## config.mk

```make
export PLATFORM = sky130hd
export DESIGN_NAME = pm1_controller
export DESIGN_NICKNAME = d
export VERILOG_FILES = /design/src/rtl/pm1_controller.sv
export SDC_FILE = /design/constraint.sdc
export NUM_CORES = 2
export LEC_CHECK = 0
export BUFFER_PORTS_ARGS = -buffer_cell sky130_fd_sc_hd__buf_4
export CORE_MARGIN = 4
export CORE_UTILIZATION = 39
export DETAILED_ROUTE_END_ITERATION = 6
export GPL_TIMING_DRIVEN = 0
export SYNTH_ARGS = -nofsm -noshare
export SYNTH_HDL_FRONTEND = slang
export SYNTH_SLANG_ARGS = --single-unit
export TNS_END_PERCENT = 1
```

## constraint.sdc

```tcl
create_clock -name clk -period 6.8 [get_ports clk]
set_input_delay 0.34 -clock clk [delete_from_list [all_inputs] [get_ports clk]]
set_output_delay 0.34 -clock clk [all_outputs]
set_load 0.01 [all_outputs]
```

## src/rtl/pm1_controller.sv

```systemverilog
// rtl/pm1_controller.sv - Pollard p-1 sequencer driving the shared base-2 modexp engine.
// Optional WAIT-state watchdog enabled by defining PM1_WATCHDOG_EN.
`timescale 1ns/1ps
module pm1_controller #(
  parameter int BOUND = 20,
  parameter int W     = 64
) (
  input  logic         clk,
  input  logic         reset,
  input  logic         start,
  input  logic [W-1:0] n_in,
  output logic         busy,
  output logic         done,
  output logic         found,
  output logic         error,
  output logic [W-1:0] factor,
  output logic [4:0]   iter_k,
  output logic         me_clear,
  output logic         me_start,
  output logic [W-1:0] me_exponent,
  output logic [W-1:0] me_number,
  output logic [7:0]   me_log_num,
  input  logic         me_done,
  input  logic [W-1:0] me_result
);

  typedef enum logic [3:0] {
    S_IDLE, S_CHECK, S_LOGN, S_ISSUE, S_WAIT, S_PREP, S_GCD, S_EVAL, S_FIN
  } state_t;

  state_t       state_q;
  logic [W-1:0] n_q, e_q, r_q, a_q, b_q, lsh_q;
  logic [7:0]   lcnt_q;
  logic [4:0]   k_q;
  logic         busy_q, done_q, found_q, error_q, me_clear_q, me_start_q;
  logic [W-1:0] factor_q, me_exp_q, me_num_q;
  logic [4:0]   iter_k_q;
  logic [7:0]   me_log_q;
`ifdef PM1_WATCHDOG_EN
  logic [23:0]  wd_q;
`endif

  always_ff @(posedge clk or negedge reset) begin
    if (!reset) begin
      state_q    <= S_IDLE;
      n_q        <= '0;
      e_q        <= W'(1);
      r_q        <= '0;
      a_q        <= '0;
      b_q        <= '0;
      lsh_q      <= '0;
      lcnt_q     <= '0;
      k_q        <= 5'd2;
      busy_q     <= 1'b0;
      done_q     <= 1'b0;
      found_q    <= 1'b0;
      error_q    <= 1'b0;
      factor_q   <= '0;
      iter_k_q   <= '0;
      me_clear_q <= 1'b0;
      me_start_q <= 1'b0;
      me_exp_q   <= '0;
      me_num_q   <= '0;
      me_log_q   <= '0;
`ifdef PM1_WATCHDOG_EN
      wd_q       <= '0;
`endif
    end else begin
      case (state_q)
        S_IDLE: if (start) begin
          n_q      <= n_in;
          busy_q   <= 1'b1;
          found_q  <= 1'b0;
          error_q  <= 1'b0;
          factor_q <= '0;
          iter_k_q <= '0;
          state_q  <= S_CHECK;
        end
        S_CHECK: begin
          if (n_q < W'(4)) begin
            error_q <= 1'b1;
            done_q  <= 1'b1;
            busy_q  <= 1'b0;
            state_q <= S_FIN;
          end else if (!n_q[0]) begin
            found_q  <= 1'b1;
            factor_q <= W'(2);
            iter_k_q <= '0;
            done_q   <= 1'b1;
            busy_q   <= 1'b0;
            state_q  <= S_FIN;
          end else begin
            // N >= 4 so the top bit is already counted by starting at one.
            lsh_q   <= n_q >> 1;
            lcnt_q  <= 8'd1;
            state_q <= S_LOGN;
          end
        end
        S_LOGN: begin
          if (lsh_q == '0) begin
            me_log_q <= lcnt_q;
            e_q      <= W'(2);
            k_q      <= 5'd2;
            state_q  <= S_ISSUE;
          end else begin
            lsh_q  <= lsh_q >> 1;
            lcnt_q <= lcnt_q + 8'd1;
          end
        end
        S_ISSUE: begin
          me_exp_q   <= e_q;
          me_num_q   <= n_q;
          me_clear_q <= 1'b1;
          me_start_q <= 1'b1;
`ifdef PM1_WATCHDOG_EN
          wd_q       <= '0;
`endif
          state_q    <= S_WAIT;
        end
        S_WAIT: begin
          me_clear_q <= 1'b0;
          // While the engine is still being cleared its me_done is stale.
          if (me_done && !me_clear_q) begin
            r_q     <= me_result;
            state_q <= S_PREP;
          end
`ifdef PM1_WATCHDOG_EN
          else if (wd_q == 24'hFF_FFFF) begin
            error_q    <= 1'b1;
            found_q    <= 1'b0;
            iter_k_q   <= k_q;
            me_start_q <= 1'b0;
            done_q     <= 1'b1;
            busy_q     <= 1'b0;
            state_q    <= S_FIN;
          end else begin
            wd_q <= wd_q + 24'd1;
          end
`endif
        end
        S_PREP: begin
          a_q        <= (r_q == '0) ? n_q - W'(1) : r_q - W'(1);
          b_q        <= n_q;
          me_start_q <= 1'b0;
          state_q    <= S_GCD;
        end
        // N is odd, so b stays odd and no common power of two is tracked.
        S_GCD: begin
          if (a_q == '0) begin
            state_q <= S_EVAL;
          end else if (!a_q[0]) begin
            a_q <= a_q >> 1;
          end else if (a_q >= b_q) begin
            a_q <= (a_q - b_q) >> 1;
          end else begin
            a_q <= (b_q - a_q) >> 1;
            b_q <= a_q;
          end
        end
        S_EVAL: begin
          if (b_q > W'(1) && b_q < n_q) begin
            found_q  <= 1'b1;
            factor_q <= b_q;
            iter_k_q <= k_q;
            done_q   <= 1'b1;
            busy_q   <= 1'b0;
            state_q  <= S_FIN;
          end else if (b_q == n_q || k_q == 5'(BOUND)) begin
            iter_k_q <= k_q;
            done_q   <= 1'b1;
            busy_q   <= 1'b0;
            state_q  <= S_FIN;
          end else begin
            k_q     <= k_q + 5'd1;
            e_q     <= e_q * W'(k_q + 5'd1);
            state_q <= S_ISSUE;
          end
        end
        S_FIN: begin
          done_q  <= 1'b0;
          state_q <= S_IDLE;
        end
        default: state_q <= S_IDLE;
      endcase
    end
  end

  assign busy        = busy_q;
  assign done        = done_q;
  assign found       = found_q;
  assign error       = error_q;
  assign factor      = factor_q;
  assign iter_k      = iter_k_q;
  assign me_clear    = me_clear_q;
  assign me_start    = me_start_q;
  assign me_exponent = me_exp_q;
  assign me_number   = me_num_q;
  assign me_log_num  = me_log_q;

endmodule

```

==> results.md <==
* Worst r2r path cells at 14
* VDD IR-drop max at 239 µV
* Via count at 46900
* Worst-margin pin slew at 1.39 ns
* Number of CTS-inserted buffers at 77
* GR Util met1 at 0.449
* Area leader, netlist: dfrtp_1
* Mapped cell area at 48300 µm²
* RR Endpoint: a_q[47]$_DFFE_PN0P_
* Drt total wl at 226000 µm
* Post-route DRC at 17
* Fin Setup TNS at 0 ns
* Final Skew at 0.0272 ns
* Most used DFF post-synth: dfrtp_1
* Final count of hold timing violations at 0
* Maximum fanout along the worst path at 10
* Async SR Flop Fraction at 1.00
* CP arrival at 7.26 ns
* Period utilization at 0.991
* Area contributors post-synth: dfrtp_1 (32%), fa_1 (9.9%), ha_1 (6.8%)
* First-pass GRT wire length at 325000 µm
* Worst Setup End Kind: register
* Largest net degree at the start of global routing at 111
* Tmin final at 6.74 ns
* Share of cells above drive strength 1 at 0.133
* Busiest grt layer: met2
* Post-route cell area at 57300 µm²
* Critical setup path kind: reg -> reg
* Pleak at 26.6 nW
* Endpoint, Worst Hold: n_q[0]$_DFFE_PN0P_
* Syn Nets at 6125
* Row count at 128
* Detailed placement HPWL at 182000 µm
* Setup-failing EPs final at 0
* Gr usage total at 0.338
* Worst-skew pair later-pin latency at 0.70 ns
* Worst path required time at 7.33 ns
* Grt total ovfl at 0
* Seq/Total Area, Yosys at 0.317
* Initial DRC Count at 5301
* Vias/cell at 6.06
* Clk sink count at 611
* Min-delay src: start
* Nets at 6684
* DIE HEIGHT at 360 µm
* Layout fillers at 12000
* Wire per inst at 29.2 µm
* GPL Wtd Cong at 1.04
* Ys Warns at 0
* Layout Area Growth over Synthesis at 18.6%
* Post-DP Area at 53100 µm²
* EDFF count, synth at 0
* Initial Utilization at 0.395
* Max frequency at 0.148 GHz
* Drt first pass iters at 7
* Worst setup margin at 0.0630 ns
* Max Buffers Root-to-Sink at 3
* CTS tree: done
* Root Driver: clkbuf_16
* Worst r2r src: a_q[47]$_DFFE_PN0P_
* # port buffers at 342
* Die width at 360 µm
* M3 GR Usage at 0.0708
* Pwr Density at 482 nW/µm²
* Post-synth cell types at 93
* H-tree levels at 3
* Maxcap violations at 0
* Mapped Cells at 5493
* Crit path launch type: register
* Pre-CTS WS at -2.08 ns
* Vias in the first global route at 45800
* Hold Path Cell Cnt at 4
* HP Class: in -> reg
* Slew HR at 0.0729
* Synth top area share at 0.316
* Clock-pin slew on the worst setup and hold paths at 0.06 ns
* Core area at 122000 µm²
* Yosys reg bits at 611
* Status: complete, but fails checks
* Initial antenna violation count at 12
* GR Util met2 at 0.513
* Pins Over Slew Limit at 0
* Ports at 343
* Unrepaired setup endpoints after global routing: yes
* Avg Inst Size Synth at 8.79 µm²
* Die Area at 130000 µm²
* Failing checks: DRC
* Reg2Reg Setup Slack at 0.06 ns
* Routed Antenna Nets at 0
==> cells in the mapped netlist, types with 66 or more instances <==
| cell type | count |
|---|---|
| a21o_1 | 133 |
| inv_1 | 532 |
| and2_1 | 271 |
| mux2_2 | 204 |
| nor2b_1 | 69 |
| dfrtp_1 | 609 |
| a22o_1 | 68 |
| nor3_1 | 66 |
| nor4_1 | 69 |
| clkbuf_1 | 244 |
| a21oi_1 | 489 |
| o21ai_0 | 393 |
| a211oi_1 | 96 |
| ha_1 | 261 |
| xnor2_1 | 109 |
| xor2_1 | 74 |
| nor2_1 | 341 |
| nand2_1 | 447 |
| nand4_1 | 92 |
| nand3_1 | 124 |
| fa_1 | 239 |
==> sequential cells by signal (all words and copies together), names as in the netlist, 4 cells and up <==
| name | count |
|---|---|
| state_q | 4 |
| e_q | 64 |
| me_log_num | 8 |
| b_q | 64 |
| a_q | 64 |
| lcnt_q | 8 |
| n_q | 64 |
| r_q | 64 |
| lsh_q | 63 |
| iter_k | 5 |
| k_q | 5 |
| me_exponent | 64 |
| me_number | 64 |
| factor | 64 |
==> cell type report <==
cell class | count | area (µm²) | share of cell area
multi-input combinational | 4050 | 30000 | 0.523
tap | 1625 | 2030 | 0.0355
clock buffer | 104 | 2150 | 0.0375
antenna | 7 | 17.5 | 0.000306
timing repair buffer | 482 | 4100 | 0.0716
inverter | 536 | 2010 | 0.0351
clock inverter | 29 | 483 | 0.00843
buffer | 294 | 1230 | 0.0215
sequential | 611 | 15300 | 0.267
==> layer usage <==
layer | wire length (µm) | part of all wire
met1 | 91800 | 0.41
met2 | 98200 | 0.43
met3 | 20700 | 0.092
met4 | 15400 | 0.068
met5 | 90 | 0.00040
==> cells by family after synthesis <==
logic type      count (synthesis)  share of synthesized area
buf+inv                       832                     0.0665
fa+ha+maj                     500                      0.167
compound gates               1537                      0.199
mux                           224                     0.0517
flops                         611                      0.317
xor+xnor                      183                     0.0332
simple gates                 1606                      0.166
==> worst max-delay path by stage <==
stage,startpoint,endpoint,slack [ns],cells after the start
global route,k_q[1]$_DFFE_PN1P_,e_q[56]$_DFFE_PN0P_,-0.11,21
finish,a_q[47]$_DFFE_PN0P_,a_q[47]$_DFFE_PN0P_,0.06,14
floorplan,k_q[0]$_DFFE_PN0P_,e_q[57]$_DFFE_PN0P_,0.64,24
CTS,k_q[0]$_DFFE_PN0P_,e_q[57]$_DFFE_PN0P_,0.008,23
global placement,reset,r_q[27]$_DFFE_PN0P_,-2.08,1
detailed placement,k_q[0]$_DFFE_PN0P_,e_q[38]$_DFFE_PN0P_,-2.08,24
==> cell usage in the layout (no fill, tap or decap), types with 133 or more instances in the layout <==
master      n
a21o_1    133
a21oi_1   488
and2_1    271
buf_4     347
clkbuf_1  239
dfrtp_1   609
fa_1      239
ha_1      259
inv_1     532
mux2_2    204
nand2_1   447
nor2_1    340
o21ai_0   391
==> per-stage QoR <==
step	hold slack, ns	cells	power, mW	util
2_1_floorplan	0.0444	5493	14.9	-
3_3_place_gp	0.468	7460	22.2	0.432
3_5_place_dp	0.181	7467	22.3	0.434
4_1_cts	0.0235	7729	26.9	0.467
5_1_grt	0.0740	7731	28.5	0.468
6_report	0.0609	7738	27.6	0.468
==> power breakdown <==
part           internal (mW)  switching (mW)  total [mW]
sequential              4.73            2.23        6.95
clock                   2.61            1.83        4.44
combinational           5.05            11.2        16.2
total                   12.4            15.2        27.6
==> critical path, cell delays in order (launching register included) <==
cell and delay [ns]:
dfrtp_1 0.59, inv_1 0.09, ha_1 0.28, buf_2 0.28
nand4_1 0.40, nor3_1 1.17, nand4_1 0.35, nor2_1 0.26
o21a_1 0.60, o21ai_0 0.20, a211oi_2 0.66, o21ai_0 0.59
a21boi_0 0.40, xor2_1 0.51, o22ai_1 0.17
==> timing repair <==
item | CTS | global route
pin swaps | 2 | 5
gates resized for setup | 39 | 16
endpoints found under the setup margin | 117 | 47
hold buffers | 128 | 0
endpoints found under the hold margin | 347 | 0
buffers inserted | 2 | 3
Power figures use the tool's default switching activity.
